[config.mk]
export PLATFORM = sky130hd
export DESIGN_NAME = sweep_compare_ctrl_flat
export DESIGN_NICKNAME = d
export VERILOG_FILES = /design/src/rtl/sweep_compare_ctrl_if.sv /design/src/rtl/sweep_compare_ctrl.sv /design/src/flat_wrapper.sv
export SDC_FILE = /design/constraint.sdc
export NUM_CORES = 1
export LEC_CHECK = 0
export ABC_AREA = 0
export BUFFER_PORTS_ARGS = -buffer_cell sky130_fd_sc_hd__buf_2
export CORE_UTILIZATION = 56
export DETAILED_ROUTE_END_ITERATION = 16
export PLACE_DENSITY = 0.92
export SLEW_MARGIN = 30
export SYNTH_ARGS = -nofsm -noshare
export SYNTH_HDL_FRONTEND = slang
export SYNTH_SLANG_ARGS = --single-unit
[constraint.sdc]
create_clock -name clk -period 3.7 [get_ports clk]
set_input_delay 0.925 -clock clk [delete_from_list [all_inputs] [get_ports clk]]
set_output_delay 0.925 -clock clk [all_outputs]
set_load 0.02 [all_outputs]
[src/rtl/sweep_compare_ctrl_if.sv]
// Interface for sweep_compare_ctrl.
// Groups the sweep control/status bus and the two compared netlist output buses.
// When SWEEP_SIGNATURE_EN is defined, the interface also carries the 16-bit MISR signature.
// The slave modport is the controller; the master modport is the host/netlist side.
interface sweep_compare_ctrl_if #(
    parameter int VEC_W = 6,
    parameter int OUT_W = 3
);
    logic             start;
    logic             abort;
    logic             stop_on_fail;
    logic [VEC_W-1:0] vec;
    logic [OUT_W-1:0] y_dut;
    logic [OUT_W-1:0] y_ref;
    logic             busy;
    logic             done;
    logic             pass;
    logic [VEC_W:0]   mismatch_cnt;
    logic [VEC_W-1:0] first_fail_vec;
    logic [OUT_W-1:0] first_fail_xor;
`ifdef SWEEP_SIGNATURE_EN
    logic [15:0]      signature;

    modport slave (
        input  start, abort, stop_on_fail, y_dut, y_ref,
        output vec, busy, done, pass, mismatch_cnt, first_fail_vec, first_fail_xor, signature
    );

    modport master (
        output start, abort, stop_on_fail, y_dut, y_ref,
        input  vec, busy, done, pass, mismatch_cnt, first_fail_vec, first_fail_xor, signature
    );
`else
    modport slave (
        input  start, abort, stop_on_fail, y_dut, y_ref,
        output vec, busy, done, pass, mismatch_cnt, first_fail_vec, first_fail_xor
    );

    modport master (
        output start, abort, stop_on_fail, y_dut, y_ref,
        input  vec, busy, done, pass, mismatch_cnt, first_fail_vec, first_fail_xor
    );
`endif
endinterface

[src/rtl/sweep_compare_ctrl.sv]
// sweep_compare_ctrl: exhaustive equivalence sweep of two combinational netlists.
// Drives every vector 0 .. 2^VEC_W-1 to both netlists, holds each vector for
// SETTLE+1 cycles, compares the outputs in the last cycle, and reports
// pass / mismatch count / first failing vector.
// Optional feature macro: SWEEP_SIGNATURE_EN adds a 16-bit MISR over y_dut.
// All outputs are driven straight from registers.
module sweep_compare_ctrl #(
    parameter int VEC_W  = 6,
    parameter int OUT_W  = 3,
    parameter int SETTLE = 1
) (
    input  logic                 clk,
    input  logic                 rst_n,
    sweep_compare_ctrl_if.slave  bus
);

    localparam int CNT_W = (SETTLE > 0) ? $clog2(SETTLE + 1) : 1;
    localparam logic [CNT_W-1:0] CNT_LOAD = CNT_W'(SETTLE);
    localparam logic [CNT_W-1:0] CNT_ONE  = CNT_W'(1);
    localparam logic [VEC_W-1:0] VEC_MAX  = {VEC_W{1'b1}};
    localparam logic [VEC_W-1:0] VEC_ONE  = VEC_W'(1);
    localparam logic [VEC_W:0]   MM_ONE   = (VEC_W + 1)'(1);
    localparam logic [VEC_W:0]   MM_ZERO  = (VEC_W + 1)'(0);

    typedef enum logic [1:0] {
        ST_IDLE    = 2'd0,
        ST_SETTLE  = 2'd1,
        ST_COMPARE = 2'd2,
        ST_DONE    = 2'd3
    } state_t;

    state_t           state_r,   state_nxt_s;
    logic [VEC_W-1:0] vec_r,     vec_nxt_s;
    logic [CNT_W-1:0] cnt_r,     cnt_nxt_s;
    logic [VEC_W:0]   mm_cnt_r,  mm_cnt_nxt_s;
    logic [VEC_W-1:0] ffv_r,     ffv_nxt_s;
    logic [OUT_W-1:0] ffx_r,     ffx_nxt_s;
    logic             busy_r,    busy_nxt_s;
    logic             done_r,    done_nxt_s;
    logic             pass_r,    pass_nxt_s;
    logic             sof_r,     sof_nxt_s;
    logic [OUT_W-1:0] x_s;
    logic [VEC_W:0]   mm_upd_s;

`ifdef SWEEP_SIGNATURE_EN
    logic [15:0]      sig_r,     sig_nxt_s;

    // One MISR step: shift with feedback taps 15/13/12/10, then fold in the data word.
    function automatic logic [15:0] misr_step(input logic [15:0] sig, input logic [OUT_W-1:0] din);
        logic [15:0] din_ext;
        din_ext = 16'(din);
        return {sig[14:0], sig[15] ^ sig[13] ^ sig[12] ^ sig[10]} ^ din_ext;
    endfunction
`endif

    // State register.
    always_ff @(posedge clk or negedge rst_n) begin
        if (!rst_n) begin
            state_r <= ST_IDLE;
        end else begin
            state_r <= state_nxt_s;
        end
    end

    // Next-state and next-datapath decisions for the sweep.
    always_comb begin
        state_nxt_s  = state_r;
        vec_nxt_s    = vec_r;
        cnt_nxt_s    = cnt_r;
        mm_cnt_nxt_s = mm_cnt_r;
        ffv_nxt_s    = ffv_r;
        ffx_nxt_s    = ffx_r;
        busy_nxt_s   = busy_r;
        done_nxt_s   = 1'b0;
        pass_nxt_s   = pass_r;
        sof_nxt_s    = sof_r;
        x_s          = bus.y_dut ^ bus.y_ref;
        mm_upd_s     = mm_cnt_r;
`ifdef SWEEP_SIGNATURE_EN
        sig_nxt_s    = sig_r;
`endif

        case (state_r)
            ST_IDLE: begin
                if (bus.abort) begin
                    // Abort has priority over start; remain idle.
                    state_nxt_s = ST_IDLE;
                end else if (bus.start) begin
                    vec_nxt_s    = {VEC_W{1'b0}};
                    mm_cnt_nxt_s = MM_ZERO;
                    ffv_nxt_s    = {VEC_W{1'b0}};
                    ffx_nxt_s    = {OUT_W{1'b0}};
                    pass_nxt_s   = 1'b0;
                    sof_nxt_s    = bus.stop_on_fail;
                    busy_nxt_s   = 1'b1;
                    cnt_nxt_s    = CNT_LOAD;
`ifdef SWEEP_SIGNATURE_EN
                    sig_nxt_s    = 16'h0000;
`endif
                    state_nxt_s  = (SETTLE == 0) ? ST_COMPARE : ST_SETTLE;
                end else begin
                    state_nxt_s = ST_IDLE;
                end
            end

            ST_SETTLE: begin
                if (bus.abort) begin
                    state_nxt_s = ST_IDLE;
                    busy_nxt_s  = 1'b0;
                    pass_nxt_s  = 1'b0;
                end else begin
                    cnt_nxt_s = cnt_r - CNT_ONE;
                    // The counter reaches zero this cycle: the vector has now been held SETTLE cycles.
                    if (cnt_r <= CNT_ONE) begin
                        state_nxt_s = ST_COMPARE;
                    end else begin
                        state_nxt_s = ST_SETTLE;
                    end
                end
            end

            ST_COMPARE: begin
                if (bus.abort) begin
                    // The compare in this cycle is discarded.
                    state_nxt_s = ST_IDLE;
                    busy_nxt_s  = 1'b0;
                    pass_nxt_s  = 1'b0;
                end else begin
                    if (|x_s) begin
                        mm_upd_s = mm_cnt_r + MM_ONE;
                        if (mm_cnt_r == MM_ZERO) begin
                            ffv_nxt_s = vec_r;
                            ffx_nxt_s = x_s;
                        end else begin
                            ffv_nxt_s = ffv_r;
                            ffx_nxt_s = ffx_r;
                        end
                    end else begin
                        mm_upd_s = mm_cnt_r;
                    end
                    mm_cnt_nxt_s = mm_upd_s;
`ifdef SWEEP_SIGNATURE_EN
                    sig_nxt_s    = misr_step(sig_r, bus.y_dut);
`endif
                    if ((vec_r == VEC_MAX) || (sof_r && (|x_s))) begin
                        // Sweep ends: done pulse and pass are visible during the DONE cycle.
                        state_nxt_s = ST_DONE;
                        done_nxt_s  = 1'b1;
                        busy_nxt_s  = 1'b0;
                        pass_nxt_s  = (mm_upd_s == MM_ZERO);
                    end else begin
                        vec_nxt_s   = vec_r + VEC_ONE;
                        cnt_nxt_s   = CNT_LOAD;
                        state_nxt_s = (SETTLE == 0) ? ST_COMPARE : ST_SETTLE;
                    end
                end
            end

            ST_DONE: begin
                state_nxt_s = ST_IDLE;
            end

            default: begin
                state_nxt_s = ST_IDLE;
                busy_nxt_s  = 1'b0;
            end
        endcase
    end

    // Datapath and status registers.
    always_ff @(posedge clk or negedge rst_n) begin
        if (!rst_n) begin
            vec_r    <= {VEC_W{1'b0}};
            cnt_r    <= {CNT_W{1'b0}};
            mm_cnt_r <= MM_ZERO;
            ffv_r    <= {VEC_W{1'b0}};
            ffx_r    <= {OUT_W{1'b0}};
            busy_r   <= 1'b0;
            done_r   <= 1'b0;
            pass_r   <= 1'b0;
            sof_r    <= 1'b0;
        end else begin
            vec_r    <= vec_nxt_s;
            cnt_r    <= cnt_nxt_s;
            mm_cnt_r <= mm_cnt_nxt_s;
            ffv_r    <= ffv_nxt_s;
            ffx_r    <= ffx_nxt_s;
            busy_r   <= busy_nxt_s;
            done_r   <= done_nxt_s;
            pass_r   <= pass_nxt_s;
            sof_r    <= sof_nxt_s;
        end
    end

`ifdef SWEEP_SIGNATURE_EN
    // Signature register.
    always_ff @(posedge clk or negedge rst_n) begin
        if (!rst_n) begin
            sig_r <= 16'h0000;
        end else begin
            sig_r <= sig_nxt_s;
        end
    end

    assign bus.signature = sig_r;
`endif

    assign bus.vec            = vec_r;
    assign bus.busy           = busy_r;
    assign bus.done           = done_r;
    assign bus.pass           = pass_r;
    assign bus.mismatch_cnt   = mm_cnt_r;
    assign bus.first_fail_vec = ffv_r;
    assign bus.first_fail_xor = ffx_r;

endmodule

[src/flat_wrapper.sv]
// flat-port wrapper written by rule: the top's interface ports become plain ports
module sweep_compare_ctrl_flat 
#(
    parameter int VEC_W  = 6,
    parameter int OUT_W  = 3,
    parameter int SETTLE = 1
)
  (clk, rst_n, bus_start, bus_abort, bus_stop_on_fail, bus_y_dut, bus_y_ref, bus_vec, bus_busy, bus_done, bus_pass, bus_mismatch_cnt, bus_first_fail_vec, bus_first_fail_xor);
  sweep_compare_ctrl_if #(.VEC_W(VEC_W), .OUT_W(OUT_W)) bus_i ();
  input  logic clk;
  input  logic rst_n;
  input wire logic [$bits(bus_i.start)-1:0] bus_start;
  input wire logic [$bits(bus_i.abort)-1:0] bus_abort;
  input wire logic [$bits(bus_i.stop_on_fail)-1:0] bus_stop_on_fail;
  input wire logic [$bits(bus_i.y_dut)-1:0] bus_y_dut;
  input wire logic [$bits(bus_i.y_ref)-1:0] bus_y_ref;
  output wire logic [$bits(bus_i.vec)-1:0] bus_vec;
  output wire logic [$bits(bus_i.busy)-1:0] bus_busy;
  output wire logic [$bits(bus_i.done)-1:0] bus_done;
  output wire logic [$bits(bus_i.pass)-1:0] bus_pass;
  output wire logic [$bits(bus_i.mismatch_cnt)-1:0] bus_mismatch_cnt;
  output wire logic [$bits(bus_i.first_fail_vec)-1:0] bus_first_fail_vec;
  output wire logic [$bits(bus_i.first_fail_xor)-1:0] bus_first_fail_xor;
  assign bus_i.start = bus_start;
  assign bus_i.abort = bus_abort;
  assign bus_i.stop_on_fail = bus_stop_on_fail;
  assign bus_i.y_dut = bus_y_dut;
  assign bus_i.y_ref = bus_y_ref;
  assign bus_vec = bus_i.vec;
  assign bus_busy = bus_i.busy;
  assign bus_done = bus_i.done;
  assign bus_pass = bus_i.pass;
  assign bus_mismatch_cnt = bus_i.mismatch_cnt;
  assign bus_first_fail_vec = bus_i.first_fail_vec;
  assign bus_first_fail_xor = bus_i.first_fail_xor;
  sweep_compare_ctrl #(.VEC_W(VEC_W), .OUT_W(OUT_W), .SETTLE(SETTLE)) u_core (.clk(clk), .rst_n(rst_n), .bus(bus_i));
endmodule
# Word level (Yosys, flattened, before mapping)
# Cells that the tools add are included.
[word_totals]
reg_bits = 29
word_cells = 90
[op_classes]
n_addsub = 3
n_lt_le_gt_ge = 1
eq_ne = 13
mux = 47
bitwise = 2
reduce_logical = 14
[ops]
columns = ["operator", "count"]
rows = [
  ["$mux W6", 7],
  ["$mux W7", 6],
  ["$pmux W6 S2", 2],
  ["$mux W1", 16],
  ["$mux W3", 5],
  ["$logic_not A7 Y1", 2],
  ["$pmux W7 S2", 1],
  ["$ne A2 B2 Y1 const B", 6],
  ["$reduce_and A6 Y1", 2],
  ["$mux W2", 5],
  ["$reduce_and A5 Y1", 2],
  ["$pmux W1 S3", 3],
  ["$pmux W2 S4", 1],
  ["$add A7 B1 Y7 const B", 1],
  ["$add A6 B1 Y6 const B", 1],
  ["$eq A6 B6 Y1 const B", 1],
  ["$pmux W3 S2", 1],
  ["$eq A2 B2 Y1 const B", 2],
  ["$ne A2 B1 Y1 const B", 2],
  ["$reduce_and A4 Y1", 1],
  ["$ne A3 B2 Y1 const B", 1],
  ["$reduce_and A3 Y1", 1],
  ["$reduce_bool A3 Y1", 1],
  ["$reduce_or A3 Y1", 1],
  ["9 further kinds", 9],
]

# Logic depth before layout (Yosys ltp)
[logic_depth]
word_depth = 9
ltp_mapped = 7

# Worst setup path after synthesis
# OpenSTA, ideal clock, no wires.
[synth_path]
kind = "in2reg"
from = "in bus_y_ref[1]"
to = "reg u_core.vec_r[2], in the netlist u_core.bus.vec[2]"
setup_time_ns = 0.077
t_arrival_ns = 2.168
required_time_ns = 3.623
path_slack_ns = 1.455
stages = 5
n_path_buf = 0
path_cell_list = "xor2_1 o31a_2 o21a_4 or3_1 a21oi_1"
[synth_via]
elab_chain_cells = 6
[synth_lines]
columns = ["element", "line_no", "text"]
rows = [
  ["start, declared", "flat_wrapper.sv:16", "input wire logic [$bits(bus_i.y_ref)-1:0] bus_y_ref;"],
  ["$xor A3 B3 Y3", "sweep_compare_ctrl.sv:77", "x_s = bus.y_dut ^ bus.y_ref;"],
  ["$reduce_or A3 Y1", "sweep_compare_ctrl.sv:145", "if ((vec_r == VEC_MAX) || (sof_r && (|x_s))) begin"],
  ["$logic_and A1 B1 Y1", "sweep_compare_ctrl.sv:145", ""],
  ["$logic_or A1 B1 Y1", "sweep_compare_ctrl.sv:145", ""],
  ["$ne A2 B2 Y1 (no source line)", "-", ""],
  ["$reduce_and A5 Y1 (no source line)", "-", ""],
  ["end signal, assigned", "sweep_compare_ctrl.sv:173", "vec_r <= {VEC_W{1'b0}};"],
  ["end signal, assigned", "sweep_compare_ctrl.sv:183", "vec_r <= vec_nxt_s;"],
  ["end, declared", "sweep_compare_ctrl.sv:33", "logic [VEC_W-1:0] vec_r, vec_nxt_s;"],
]
# No other way between the ends.
# A chain may end at the register's enable or synchronous reset.

# Final worst setup path
[layout_path]
from = "in bus_y_ref[1]"
to = "reg u_core.vec_r[3], in the netlist u_core.bus.vec[3]"
# The elaborated chain is that of the path after synthesis.

==> impl_table.tex <==
\begin{tabular}{lr}
\hline
Metric & Value \\
\hline
\multicolumn{2}{l}{\textbf{Setup path}} \\
\quad R2r startpoint & u\_core.state\_r[1] \\
\quad Worst Path Arrival & 2410 ps \\
\quad CP Class & input port to flip-flop \\
\quad Critical path peak fanout & 9 \\
\quad Slowest CP cell & sky130\_fd\_sc\_hd\_\_o31a\_2 \\
\quad Cell chain of the critical path & buf\_2 > xor2\_1 > o31a\_2 > o21a\_4 > or3\_1 > a21oi\_1 \\
\quad Critical path depth in cells & 6 \\
\quad Buffers \& Inverters on Critical Path & 1 \\
\quad Launch point of the worst path & bus\_y\_ref[1] \\
\quad CP Capture Type & flip-flop \\
\quad Cell depth of the worst flop-to-flop path & 6 \\
\quad End point of the critical path & u\_core.bus.vec[3] \\
\quad Required time of the critical path & 3970 ps \\
\quad Cell class contributing the biggest share of worst-path delay & compound AO/OA/AOI/OAI gates \\
\quad Element type at the critical path start & input port \\
\quad R2R setup slack & 1580 ps \\
\quad Longest individual stage delay on the worst path & 400 ps \\
\quad End of the worst register-to-register path & u\_core.bus.first\_fail\_xor[1] \\
\multicolumn{2}{l}{\textbf{Timing}} \\
\quad Period minus WS final & 2140 ps \\
\quad Number of setup violations in the final report & 0 \\
\quad Post-route worst hold slack & 510 ps \\
\quad Summed negative setup slack over all endpoints & 0 ps \\
\quad Final count of pins violating max slew & 0 \\
\quad Maximum operating frequency & 466 MHz \\
\quad Count of endpoints failing hold in the final timing report & 0 \\
\quad Period utilisation layout & 0.580 \\
\quad Unrepaired setup endpoints after global routing & no \\
\quad Transition time at the pin with the least slew margin & 607 ps \\
\quad Largest clock skew in the final design & 10.2 ps \\
\quad Worst relative slew slack & 0.596 \\
\multicolumn{2}{l}{\textbf{Cells and area}} \\
\quad Most used cells in the layout excluding fill and tap cells & sky130\_fd\_sc\_hd\_\_buf\_2, sky130\_fd\_sc\_hd\_\_dfrtp\_1, sky130\_fd\_sc\_hd\_\_o21ai\_0 \\
\quad Growth of design area from synthesis to finish & 17.4\% \\
\quad Ratio of cells with drive above 1 in the final layout & 0.258 \\
\quad Commonest non-fill, non-tap cell in the layout & sky130\_fd\_sc\_hd\_\_buf\_2 \\
\quad Net count, final & 205 \\
\quad Number of diodes & 0 \\
\quad Fill cell count & 182 \\
\multicolumn{2}{l}{\textbf{Power}} \\
\quad Areal power density over the cells & 334 mW/mm2 \\
\quad Maximum resistive drop on vdd & 0.231 mV \\
\quad LEAKAGE & 0.000889 uW \\
\multicolumn{2}{l}{\textbf{Floorplan}} \\
\quad Row count & 18 \\
\quad Core ar. & 0.00250 mm2 \\
\quad Chip Height & 53.8 um \\
\quad Full die area & 0.00289 mm2 \\
\quad Initial core utilization & 0.601 \\
\quad Floorplan die width & 53.8 um \\
\quad Number of I/O pins & 36 \\
\multicolumn{2}{l}{\textbf{Synth}} \\
\quad Number of distinct library cells after synthesis & 35 \\
\quad Total number of yosys warnings & 0 \\
\quad Synthesized netlist net count & 166 \\
\quad Synthesized area divided by synthesized cell count & 10.1 um2 \\
\quad Area of the mapped netlist & 0.00150 mm2 \\
\quad Portion of the post-synthesis area used by sequential elements & 0.467 \\
\quad Register bit count reported by yosys & 28 \\
\quad Instance count of the mapped netlist & 148 \\
\multicolumn{2}{l}{\textbf{Route}} \\
\quad Number of vias per cell & 6.40 \\
\quad Routed vias & 1,382 \\
\quad Number of design rule violations left after detail routing & 0 \\
\quad Initial DRC Count & 60 \\
\quad Antenna-violating nets left & 0 \\
\quad First-pass DRT Iterations & 4 \\
\quad Detailed-route wire length & 3540 um \\
\quad Routed wirelength normalized by instance count & 16.4 um \\
\multicolumn{2}{l}{\textbf{Clock network}} \\
\quad Number of resized instances in the post-cts repair step & 0 \\
\quad TritonCTS clock tree & built \\
\quad Latest clock arrival within the worst-skew pair & 330 ps \\
\quad Number of H-tree branching levels & 1 \\
\quad Total CTS buffers & 3 \\
\quad TritonCTS sink count & 28 \\
\quad CTS Root Buffer Type & sky130\_fd\_sc\_hd\_\_clkbuf\_4 \\
\quad Total of hold buffers inserted after clock tree synthesis & 0 \\
\quad Post-CTS Repair Setup Buffers & 0 \\
\quad Buffer levels on the longest clock path & 2 \\
\quad Register clock-pin slew on the reported worst setup and hold paths & 150 ps \\
\multicolumn{2}{l}{\textbf{Global routing}} \\
\quad Number of antenna violations at the first check in global routing & 0 \\
\quad Global-route usage over all layers & 0.264 \\
\quad Global-route congestion overflow total & 0 \\
\quad Number of global-route vias before repair & 1,242 \\
\quad Wire length of the first global-routing pass & 5420 um \\
\quad Largest net degree at the start of global routing & 29 \\
\multicolumn{2}{l}{\textbf{Job}} \\
\quad Max-cap viol count & 0 \\
\multicolumn{2}{l}{\textbf{Outcome}} \\
\quad Status & completed \\
\multicolumn{2}{l}{\textbf{Placement}} \\
\quad Detailed placer's ending HPWL & 2700 um \\
\quad RD Place Congestion & 0.826 \\
\quad Port bufs & 35 \\
\multicolumn{2}{l}{\textbf{Hold path}} \\
\quad Class of the tightest hold or removal check & flip-flop to flip-flop \\
\hline
\end{tabular}
## flip-flops by register name, summed over array words and instances, names as in the netlist, 2 cells and up
register                   flops
u_core.bus.mismatch_cnt        7
u_core.bus.first_fail_vec      6
u_core.bus.vec                 6
u_core.bus.first_fail_xor      3
u_core.state_r                 2
## cell type report
class | count | area, um2 | share of cell area
inverters | 8 | 30.0 | 0.0170
well taps | 30 | 37.5 | 0.0213
flip-flops and latches | 28 | 701 | 0.397
clock buffers | 3 | 22.5 | 0.0128
repair buffers | 35 | 175 | 0.0994
clock inverters | 1 | 30.0 | 0.0170
multi-input cells | 111 | 767 | 0.435
## routing by layer
| layer | global-route usage | up-vias | wire, um |
|---|---|---|---|
| li1 | - | 632 | - |
| met1 | 0.335 | 671 | 1480 |
| met2 | 0.442 | 66 | 1750 |
| met3 | 0.0480 | 13 | 238 |
| met4 | 0.0965 | 0 | 74 |
| met5 | 0 | - | 0 |
## power by group
part           switching, uW  total (uW)  internal (uW)
sequential              4.93         317            312
clock                   90.8         200            110
combinational           46.7        71.2           24.5
total                    142         589            447
## per-stage QoR
stage,cell area [um2],power [uW],utilization,cells,setup WS [ps]
after detailed placement,1710,394,0.684,212,1200
after CTS,1760,590,0.705,216,1560
after global placement,1710,389,0.684,212,1280
after global routing,1760,612,0.705,216,1490
after floorplan,1500,365,-,148,1450
final,1760,589,0.705,216,1560
## worst min path at each step
stage	startpoint	end	slack, ps	depth (start not counted)
2_1_floorplan	u_core.sof_r	u_core.sof_r	480	1
3_3_place_gp	u_core.bus.busy	u_core.bus.busy	460	2
3_5_place_dp	u_core.bus.busy	u_core.bus.busy	470	2
4_1_cts	u_core.bus.busy	u_core.bus.busy	510	2
5_1_grt	u_core.bus.first_fail_xor[0]	u_core.bus.first_fail_xor[0]	530	1
6_report	u_core.bus.pass	u_core.bus.pass	510	2
## cells by family (layout without fill, tap and decap cells)
logic type,after synthesis,after routing,share of synthesized area
xor gates and xnor gates,8,8,0.0467
DFF,28,28,0.467
AOI/OAI and AO/OA,49,49,0.228
adders and majority gates,7,7,0.0583
buffers and inverters,9,47,0.0225
and+or+nand+nor,43,43,0.148
muxes,4,4,0.0292
## worst min-delay path: cells and delay by family (launching register included)
family          cells  cell delay [ps]
compound gates      1               50
flops               1              380
simple gates        1               60
## Yosys cell counts
library cell | n | share of area
sky130_fd_sc_hd__nor2_2 | 2 | 0.0083
sky130_fd_sc_hd__xnor2_1 | 4 | 0.023
sky130_fd_sc_hd__nand2b_1 | 2 | 0.0083
sky130_fd_sc_hd__clkbuf_1 | 1 | 0.0025
sky130_fd_sc_hd__o31ai_1 | 4 | 0.020
sky130_fd_sc_hd__nor2_1 | 7 | 0.018
sky130_fd_sc_hd__mux2i_1 | 1 | 0.0067
sky130_fd_sc_hd__nor3_1 | 5 | 0.017
sky130_fd_sc_hd__a22o_2 | 1 | 0.0067
sky130_fd_sc_hd__a21o_1 | 2 | 0.010
sky130_fd_sc_hd__nand4_1 | 1 | 0.0042
sky130_fd_sc_hd__nand3b_1 | 1 | 0.0050
sky130_fd_sc_hd__nand3_1 | 5 | 0.017
sky130_fd_sc_hd__or2_2 | 1 | 0.0042
sky130_fd_sc_hd__nand2_1 | 9 | 0.022
sky130_fd_sc_hd__o21ai_0 | 17 | 0.057
sky130_fd_sc_hd__o311ai_0 | 1 | 0.0058
sky130_fd_sc_hd__ha_1 | 7 | 0.058
sky130_fd_sc_hd__and4_1 | 2 | 0.012
sky130_fd_sc_hd__a31oi_1 | 1 | 0.0042
sky130_fd_sc_hd__a221oi_1 | 2 | 0.012
sky130_fd_sc_hd__and3_1 | 2 | 0.0083
sky130_fd_sc_hd__dfrtp_1 | 28 | 0.47
sky130_fd_sc_hd__a22o_1 | 9 | 0.053
sky130_fd_sc_hd__or3_1 | 4 | 0.017
sky130_fd_sc_hd__mux2_2 | 3 | 0.022
sky130_fd_sc_hd__a21boi_0 | 1 | 0.0050
sky130_fd_sc_hd__inv_1 | 8 | 0.020
sky130_fd_sc_hd__o2111ai_1 | 1 | 0.0058
sky130_fd_sc_hd__xor2_1 | 4 | 0.023
sky130_fd_sc_hd__a32o_1 | 2 | 0.013
sky130_fd_sc_hd__nor4_1 | 2 | 0.0083
sky130_fd_sc_hd__o31a_2 | 1 | 0.0067
sky130_fd_sc_hd__a21oi_1 | 6 | 0.020
sky130_fd_sc_hd__o21a_4 | 1 | 0.010
(Power assumes the default switching activity.)
